**src/rtl/rcc_rst_seq.sv**
```systemverilog
// rtl/rcc_rst_seq.sv - PLL-qualified staged domain reset release with APB software resets (optional RCC_WDT_RST_EN)
module rcc_rst_seq #(
    parameter int LOCK_CNT  = 16,
    parameter int STAGE_GAP = 4,
    parameter int SW_PULSE  = 8
) (
    input  logic        module_clk,
    input  logic        module_rstn,
    input  logic        pll_locked,
`ifdef RCC_WDT_RST_EN
    input  logic        wdt_rst_req,
`endif
    input  logic        psel,
    input  logic        penable,
    input  logic        pwrite,
    input  logic [31:0] paddr,
    input  logic [31:0] pwdata,
    output logic [31:0] prdata,
    output logic        sys_rstn,
    output logic        apb0_rstn,
    output logic        apb1_rstn,
    output logic        apb2_rstn,
    output logic        eth_pe_tx_rstn,
    output logic        eth_pe_rx_rstn,
    output logic        advtim_pe_rstn,
    output logic        seq_done
);

    // Encoded in release order so "released" tests are simple compares.
    localparam logic [2:0] WAIT_LOCK = 3'd0;
    localparam logic [2:0] STABLE    = 3'd1;
    localparam logic [2:0] REL_SYS   = 3'd2;
    localparam logic [2:0] REL_APB   = 3'd3;
    localparam logic [2:0] REL_ETH   = 3'd4;
    localparam logic [2:0] REL_ADV   = 3'd5;
    localparam logic [2:0] RUN       = 3'd6;

    localparam logic [7:0] LOCK_LAST = 8'(LOCK_CNT - 1);
    localparam logic [7:0] GAP_LAST  = 8'(STAGE_GAP - 1);
    localparam logic [7:0] SW_LEN    = 8'(SW_PULSE);

    logic [2:0]      state, state_nxt;
    logic [7:0]      cnt, cnt_nxt;
    logic [3:0][7:0] pcnt, pcnt_nxt;   // apb1, apb2, eth, advtim
    logic [3:0]      pulse_act;
    logic            unlock_flg;
    logic            wdt_flg;
    logic            wr_acc, ctrl_wr, stat_wr, restart;
    logic            unused_bits;

    assign wr_acc  = psel & penable & pwrite;
    assign ctrl_wr = wr_acc & (paddr[7:0] == 8'h00);
    assign stat_wr = wr_acc & (paddr[7:0] == 8'h04);

`ifdef RCC_WDT_RST_EN
    assign restart = (ctrl_wr & pwdata[8]) | wdt_rst_req;
`else
    assign restart = ctrl_wr & pwdata[8];
`endif

    assign unused_bits = ^{paddr[31:8], pwdata[31:10], pwdata[7:4]};

    always_comb begin
        for (int d = 0; d < 4; d++) begin
            pulse_act[d] = (pcnt[d] != 8'd0);
        end
    end

    // Sequencer next state: loss of lock or a restart always wins.
    always_comb begin
        state_nxt = state;
        cnt_nxt   = cnt;
        if (!pll_locked || restart) begin
            state_nxt = WAIT_LOCK;
            cnt_nxt   = 8'd0;
        end else begin
            case (state)
                WAIT_LOCK: begin
                    state_nxt = STABLE;
                    cnt_nxt   = 8'd0;
                end
                STABLE: begin
                    if (cnt == LOCK_LAST) begin
                        state_nxt = REL_SYS;
                        cnt_nxt   = 8'd0;
                    end else begin
                        cnt_nxt = cnt + 8'd1;
                    end
                end
                REL_SYS, REL_APB, REL_ETH: begin
                    if (cnt == GAP_LAST) begin
                        state_nxt = state + 3'd1;
                        cnt_nxt   = 8'd0;
                    end else begin
                        cnt_nxt = cnt + 8'd1;
                    end
                end
                // advtim is released on entry here; one cycle later we settle in RUN.
                REL_ADV: state_nxt = RUN;
                RUN:     state_nxt = RUN;
                default: begin
                    state_nxt = WAIT_LOCK;
                    cnt_nxt   = 8'd0;
                end
            endcase
        end
    end

    // Software pulse counters: accepted only in RUN, restarted on rewrite, killed by unlock/restart.
    always_comb begin
        pcnt_nxt = pcnt;
        for (int d = 0; d < 4; d++) begin
            if (!pll_locked || restart) begin
                pcnt_nxt[d] = 8'd0;
            end else if (ctrl_wr && (state == RUN) && pwdata[d]) begin
                pcnt_nxt[d] = SW_LEN;
            end else if (pcnt[d] != 8'd0) begin
                pcnt_nxt[d] = pcnt[d] - 8'd1;
            end
        end
    end

    // State, counters, unlock flag and registered reset outputs.
    always_ff @(posedge module_clk) begin
        if (!module_rstn) begin
            state          <= WAIT_LOCK;
            cnt            <= 8'd0;
            pcnt           <= '0;
            unlock_flg     <= 1'b0;
            sys_rstn       <= 1'b0;
            apb0_rstn      <= 1'b0;
            apb1_rstn      <= 1'b0;
            apb2_rstn      <= 1'b0;
            eth_pe_tx_rstn <= 1'b0;
            eth_pe_rx_rstn <= 1'b0;
            advtim_pe_rstn <= 1'b0;
            seq_done       <= 1'b0;
        end else begin
            state <= state_nxt;
            cnt   <= cnt_nxt;
            pcnt  <= pcnt_nxt;
            if (!pll_locked && (state != WAIT_LOCK)) begin
                unlock_flg <= 1'b1;
            end else if (stat_wr && pwdata[9]) begin
                unlock_flg <= 1'b0;
            end
            sys_rstn       <= (state_nxt >= REL_SYS);
            apb0_rstn      <= (state_nxt >= REL_SYS);
            apb1_rstn      <= (state_nxt >= REL_APB) && (pcnt_nxt[0] == 8'd0);
            apb2_rstn      <= (state_nxt >= REL_APB) && (pcnt_nxt[1] == 8'd0);
            eth_pe_tx_rstn <= (state_nxt >= REL_ETH) && (pcnt_nxt[2] == 8'd0);
            eth_pe_rx_rstn <= (state_nxt >= REL_ETH) && (pcnt_nxt[2] == 8'd0);
            advtim_pe_rstn <= (state_nxt >= REL_ADV) && (pcnt_nxt[3] == 8'd0);
            seq_done       <= (state_nxt >= REL_ADV);
        end
    end

`ifdef RCC_WDT_RST_EN
    // Watchdog flag survives restarts; only module reset or W1C clears it, and set beats clear.
    always_ff @(posedge module_clk) begin
        if (!module_rstn) begin
            wdt_flg <= 1'b0;
        end else if (wdt_rst_req) begin
            wdt_flg <= 1'b1;
        end else if (stat_wr && pwdata[8]) begin
            wdt_flg <= 1'b0;
        end
    end
`else
    assign wdt_flg = 1'b0;
`endif

    // Combinational read mux; CTRL and unmapped addresses read zero.
    always_comb begin
        prdata = 32'd0;
        if (module_rstn && psel && !pwrite && (paddr[7:0] == 8'h04)) begin
            prdata = {22'd0, unlock_flg, wdt_flg, pulse_act, 2'b00, seq_done, pll_locked};
        end
    end

endmodule
```
**config.mk**
```make
export PLATFORM = sky130hd
export DESIGN_NAME = rcc_rst_seq
export DESIGN_NICKNAME = d
export VERILOG_FILES = /design/src/rtl/rcc_rst_seq.sv
export SDC_FILE = /design/constraint.sdc
export NUM_CORES = 1
export LEC_CHECK = 0
export CAP_MARGIN = 40
export CORE_MARGIN = 10
export CORE_UTILIZATION = 49
export CTS_CLUSTER_SIZE = 40
export DETAILED_ROUTE_END_ITERATION = 6
export PLACE_DENSITY = 0.87
export SETUP_SLACK_MARGIN = 0.5
export SYNTH_ARGS = -nofsm -noshare
export SYNTH_HDL_FRONTEND = slang
export SYNTH_SLANG_ARGS = --single-unit
```
**constraint.sdc**
```tcl
create_clock -name module_clk -period 4.95 [get_ports module_clk]
set_input_delay 0.495 -clock module_clk [delete_from_list [all_inputs] [get_ports module_clk]]
set_output_delay 0.495 -clock module_clk [all_outputs]
set_load 0.005 [all_outputs]
```
==> summary.txt <==
Synthesis
  – Top FF cell, synth: dfxtp_1
  – Synth Warn #: 0
  – Yosys top cell by area: dfxtp_1
  – Synth cell types: 60
  – EDFF count, synth: 0
  – Post-synth ARST share: 0%
  – Synth Area per Inst: slightly above 8 µm²
  – Yosys top cell area share: roughly a third
  – Largest cells by area after synthesis: dfxtp_1 (33%), nor2_1 (8.2%), buf_4 (6.6%)
  – Mapped Cells: 380
  – Synthesized area: slightly above 0.003 mm²
  – Synthesized flop and latch total: 50
  – Share of the yosys chip area belonging to registers: ~33%

Layout
  – Layout area overhead: 13.6%
  – N_diodes: 0
  – Post-route design area: around 0.0035 mm²
  – Layout cell share with drive strength beyond 1: under 10%
  – Core Util, Final: between 50% and 60%
  – Nets@finish: between 400 and 500

Timing
  – Final hold vios: 0
  – Worst Tran Pin Value: 0.730 ns
  – Max Fclk: around 0.33 GHz
  – Final worst path period share: 60.7%
  – Final setup vio count: 0
  – RSZ-0062 raised after global routing: no
  – Clk_skew: roughly 0.0054 ns
  – Rel. slew slack: around half
  – Final min period: 3.01 ns
  – Setup TNS Final: 0 ns
  – Fin worst setup slack: between 1.5 and 2 ns
  – Slew Viols, Final: 0

Detailed routing
  – Via/cell ratio: approximately 5.6
  – DRT iter0 DRCs: slightly below 200
  – Residual DRC count: 0
  – Vias: ~2700
  – Post-route ant nets: 0
  – TritonRoute pass-1 iters: 4
  – WL/cell: 13.9 µm
  – WL final: slightly below 7000 µm

Global routing
  – Gr ovfl total: 0
  – Vias in the first global route: approximately 2600
  – Global-route wire length before repair: between 10000 and 15000 µm
  – Initial antenna violation count: 0
  – Global Route Usage Sum: 13.4%
  – Largest net degree at the start of global routing: 17

Setup path
  – Cell family with the largest share of critical-path delay: simple AND/OR/NAND/NOR gates
  – CP startpoint kind: primary input
  – Crit path arrival time: between 2 and 3 ns
  – Reg2Reg Setup Slack: ~2.5 ns
  – Crit Path Class: primary input to output pin
  – Crit-path slowest cell: clkdlybuf4s50_1
  – Cell mode on critical path: clkdlybuf4s50_1
  – Crit. End Element: output pin
  – Critical register-to-register path startpoint: pcnt[8]
  – Worst-path cell chain: clkdlybuf4s50_1 -> nor4_1 -> nand3_1 -> nor2_1 -> clkdlybuf4s50_1
  – Reg2reg end: apb2_rstn
  – Crit path buf inv count: 2
  – Crit path largest cell delay: around 0.54 ns
  – Crit-path max FO: 7
  – CP required: 4.45 ns
  – R2R depth: 8

CTS
  – CTS tree: built
  – Hold-fix buffers at CTS: 0
  – Num CTS Buffers: 5
  – Clk root buf: clkbuf_8
  – Longest Clk Path Bufs: 2
  – Setup bufs post-CTS: 0
  – CTS sink cnt: 50
  – H-Tree Level Count: 2
  – Post-CTS Resized: 0
  – Skew-Pair Late Insertion Delay: about 0.30 ns
  – Clock-pin slew on the worst setup and hold paths: about 0.09 ns

Pwr
  – Switching Share: about 44%
  – Flop pwr share: around 29%
  – Net Switching: between 1 and 1.5 mW
  – Leak pwr: 1.37 nW
  – Pint: approximately 1.3 mW
  – Peak VDD IR: 0.000396 V
  – Clk pwr share: 12.4%
  – Comb pwr share: slightly below 60%
  – Pwr dens: roughly 660 mW/mm²

Place
  – Cell Area, Placed: around 0.0034 mm²
  – IO Port Bufs: 34
  – Dpl hpwl: around 5400 µm
  – Final GP Congestion: 0.927
  – Dpl ws: slightly below 2 ns

Hold path
  – Hold endpoint: cnt[1]
  – Hold path start: cnt[1]
  – Hold depth: 2
  – Hold crit path type: flop to flop

Floorplanning
  – Area of the die: 0.00981 mm²
  – I/O Pins: between 100 and 150
  – Vert. Die Dim: around 99 µm
  – Chip width: roughly 100 µm
  – Row count: 28
  – Core area: between 0.005 and 0.006 mm²
  – Initial Util: around half

Run status
  – Status: finished clean

Job
  – Max-cap violations: 0
-- synth_stat cells, drive strengths merged, types with 3 or more instances --
library cell,n
a31oi,5
o21a,4
or3,3
nand2b,3
a21oi,17
nor3,14
nor4,6
o32ai,3
nor3b,4
nand3b,3
clkbuf,6
buf,27
nand2,32
or4,3
a211oi,6
ha,14
o21ai,10
and3,3
dfxtp,50
o31ai,3
or4b,3
inv,15
nor2b,4
nor4b,4
mux2i,4
nand3,6
nand4,4
nor2,67
xor2,12
xnor2,18
-- stage by stage --
step | hold WS [ns] | instances | power (mW)
finish | 0.489 | 489 | 2.31
global route | 0.517 | 489 | 2.53
CTS | 0.492 | 489 | 2.32
detailed placement | 0.479 | 481 | 2.01
global placement | 0.462 | 480 | 1.96
floorplan | 0.449 | 404 | 1.79
-- cell usage in the layout (no fill, tap or decap), types with 5 or more instances in the layout --
cell | Yosys | routed
ha_1 | 14 | 14
inv_1 | 15 | 15
dfxtp_1 | 50 | 50
nor2_1 | 67 | 67
xor2_1 | 12 | 12
xnor2_1 | 18 | 18
a31oi_1 | 5 | 5
clkbuf_8 | 0 | 5
a21oi_1 | 17 | 17
o21ai_0 | 10 | 10
a211oi_1 | 6 | 6
nor4_1 | 5 | 5
clkdlybuf4s50_1 | 0 | 34
conb_1 | 1 | 25
nor3_1 | 13 | 13
nand2_1 | 32 | 32
nand3_1 | 6 | 6
-- sequential cells by signal (all words and copies together) (netlist names) --
| name | flops |
|---|---|
| pcnt | 32 |
| cnt | 8 |
| state | 3 |
| advtim_pe_rstn | 1 |
| apb0_rstn | 1 |
| apb1_rstn | 1 |
| apb2_rstn | 1 |
| eth_pe_rx_rstn | 1 |
| seq_done | 1 |
| unlock_flg | 1 |
-- routing by layer --
metal  vias up  wire length [µm]  GRT usage, %
li1       1346                 -             -
met1      1261              2840          15.2
met2        98              3240          22.9
met3        19               580          4.61
met4         0               132          4.30
met5         -                 0             0
-- worst max path at each step --
stage,start,endpoint,slack [ns],cells after the start
after floorplan,paddr[5],pcnt[2],2.97,5
after global placement,paddr[5],prdata[9],1.91,5
after detailed placement,paddr[5],prdata[9],1.93,5
after CTS,paddr[5],prdata[9],1.93,5
after global routing,paddr[5],prdata[6],1.72,5
final,paddr[5],prdata[9],1.94,5
-- worst min-delay path: cells and delay by family (launching register included) --
kind / cells / cell delay (ns)
flops: 1 / 0.33
simple gates: 1 / 0.06
compound gates: 1 / 0.05
-- layout make-up --
| cell class | count | area, µm² |
|---|---|---|
| Tap cell | 75 | 93.8 |
| Fill cell | 529 | 2510 |
| Sequential cell | 50 | 1000 |
| Clock inverter | 3 | 43.8 |
| Inverter | 15 | 56.3 |
| Timing Repair Buffer | 35 | 345 |
| Clock buffer | 5 | 68.8 |
| Multi-Input combinational cell | 306 | 1870 |
-- cells by family (layout without fill, tap and decap cells) --
family | count (synthesis) | after routing | share of synthesized area (%)
other | 1 | 25 | 0.122
AOI/OAI and AO/OA | 64 | 64 | 13.7
xor gates and xnor gates | 30 | 30 | 8.58
DFF | 50 | 50 | 32.7
muxes | 5 | 5 | 1.68
buffers and inverters | 48 | 58 | 9.19
and+or+nand+nor | 168 | 168 | 28.3
adders and majority gates | 14 | 14 | 5.72
-- power groups by stage --
| stage | clock network, mW | registers [mW] | logic (mW) |
|---|---|---|---|
| after detailed placement | 0 | 0.674 | 1.34 |
| after global placement | 0 | 0.667 | 1.29 |
| final | 0.286 | 0.669 | 1.36 |
| after floorplan | 0 | 0.610 | 1.18 |
| after global routing | 0.305 | 0.688 | 1.53 |
| after CTS | 0.294 | 0.664 | 1.36 |
Power figures use the tool's default switching activity.
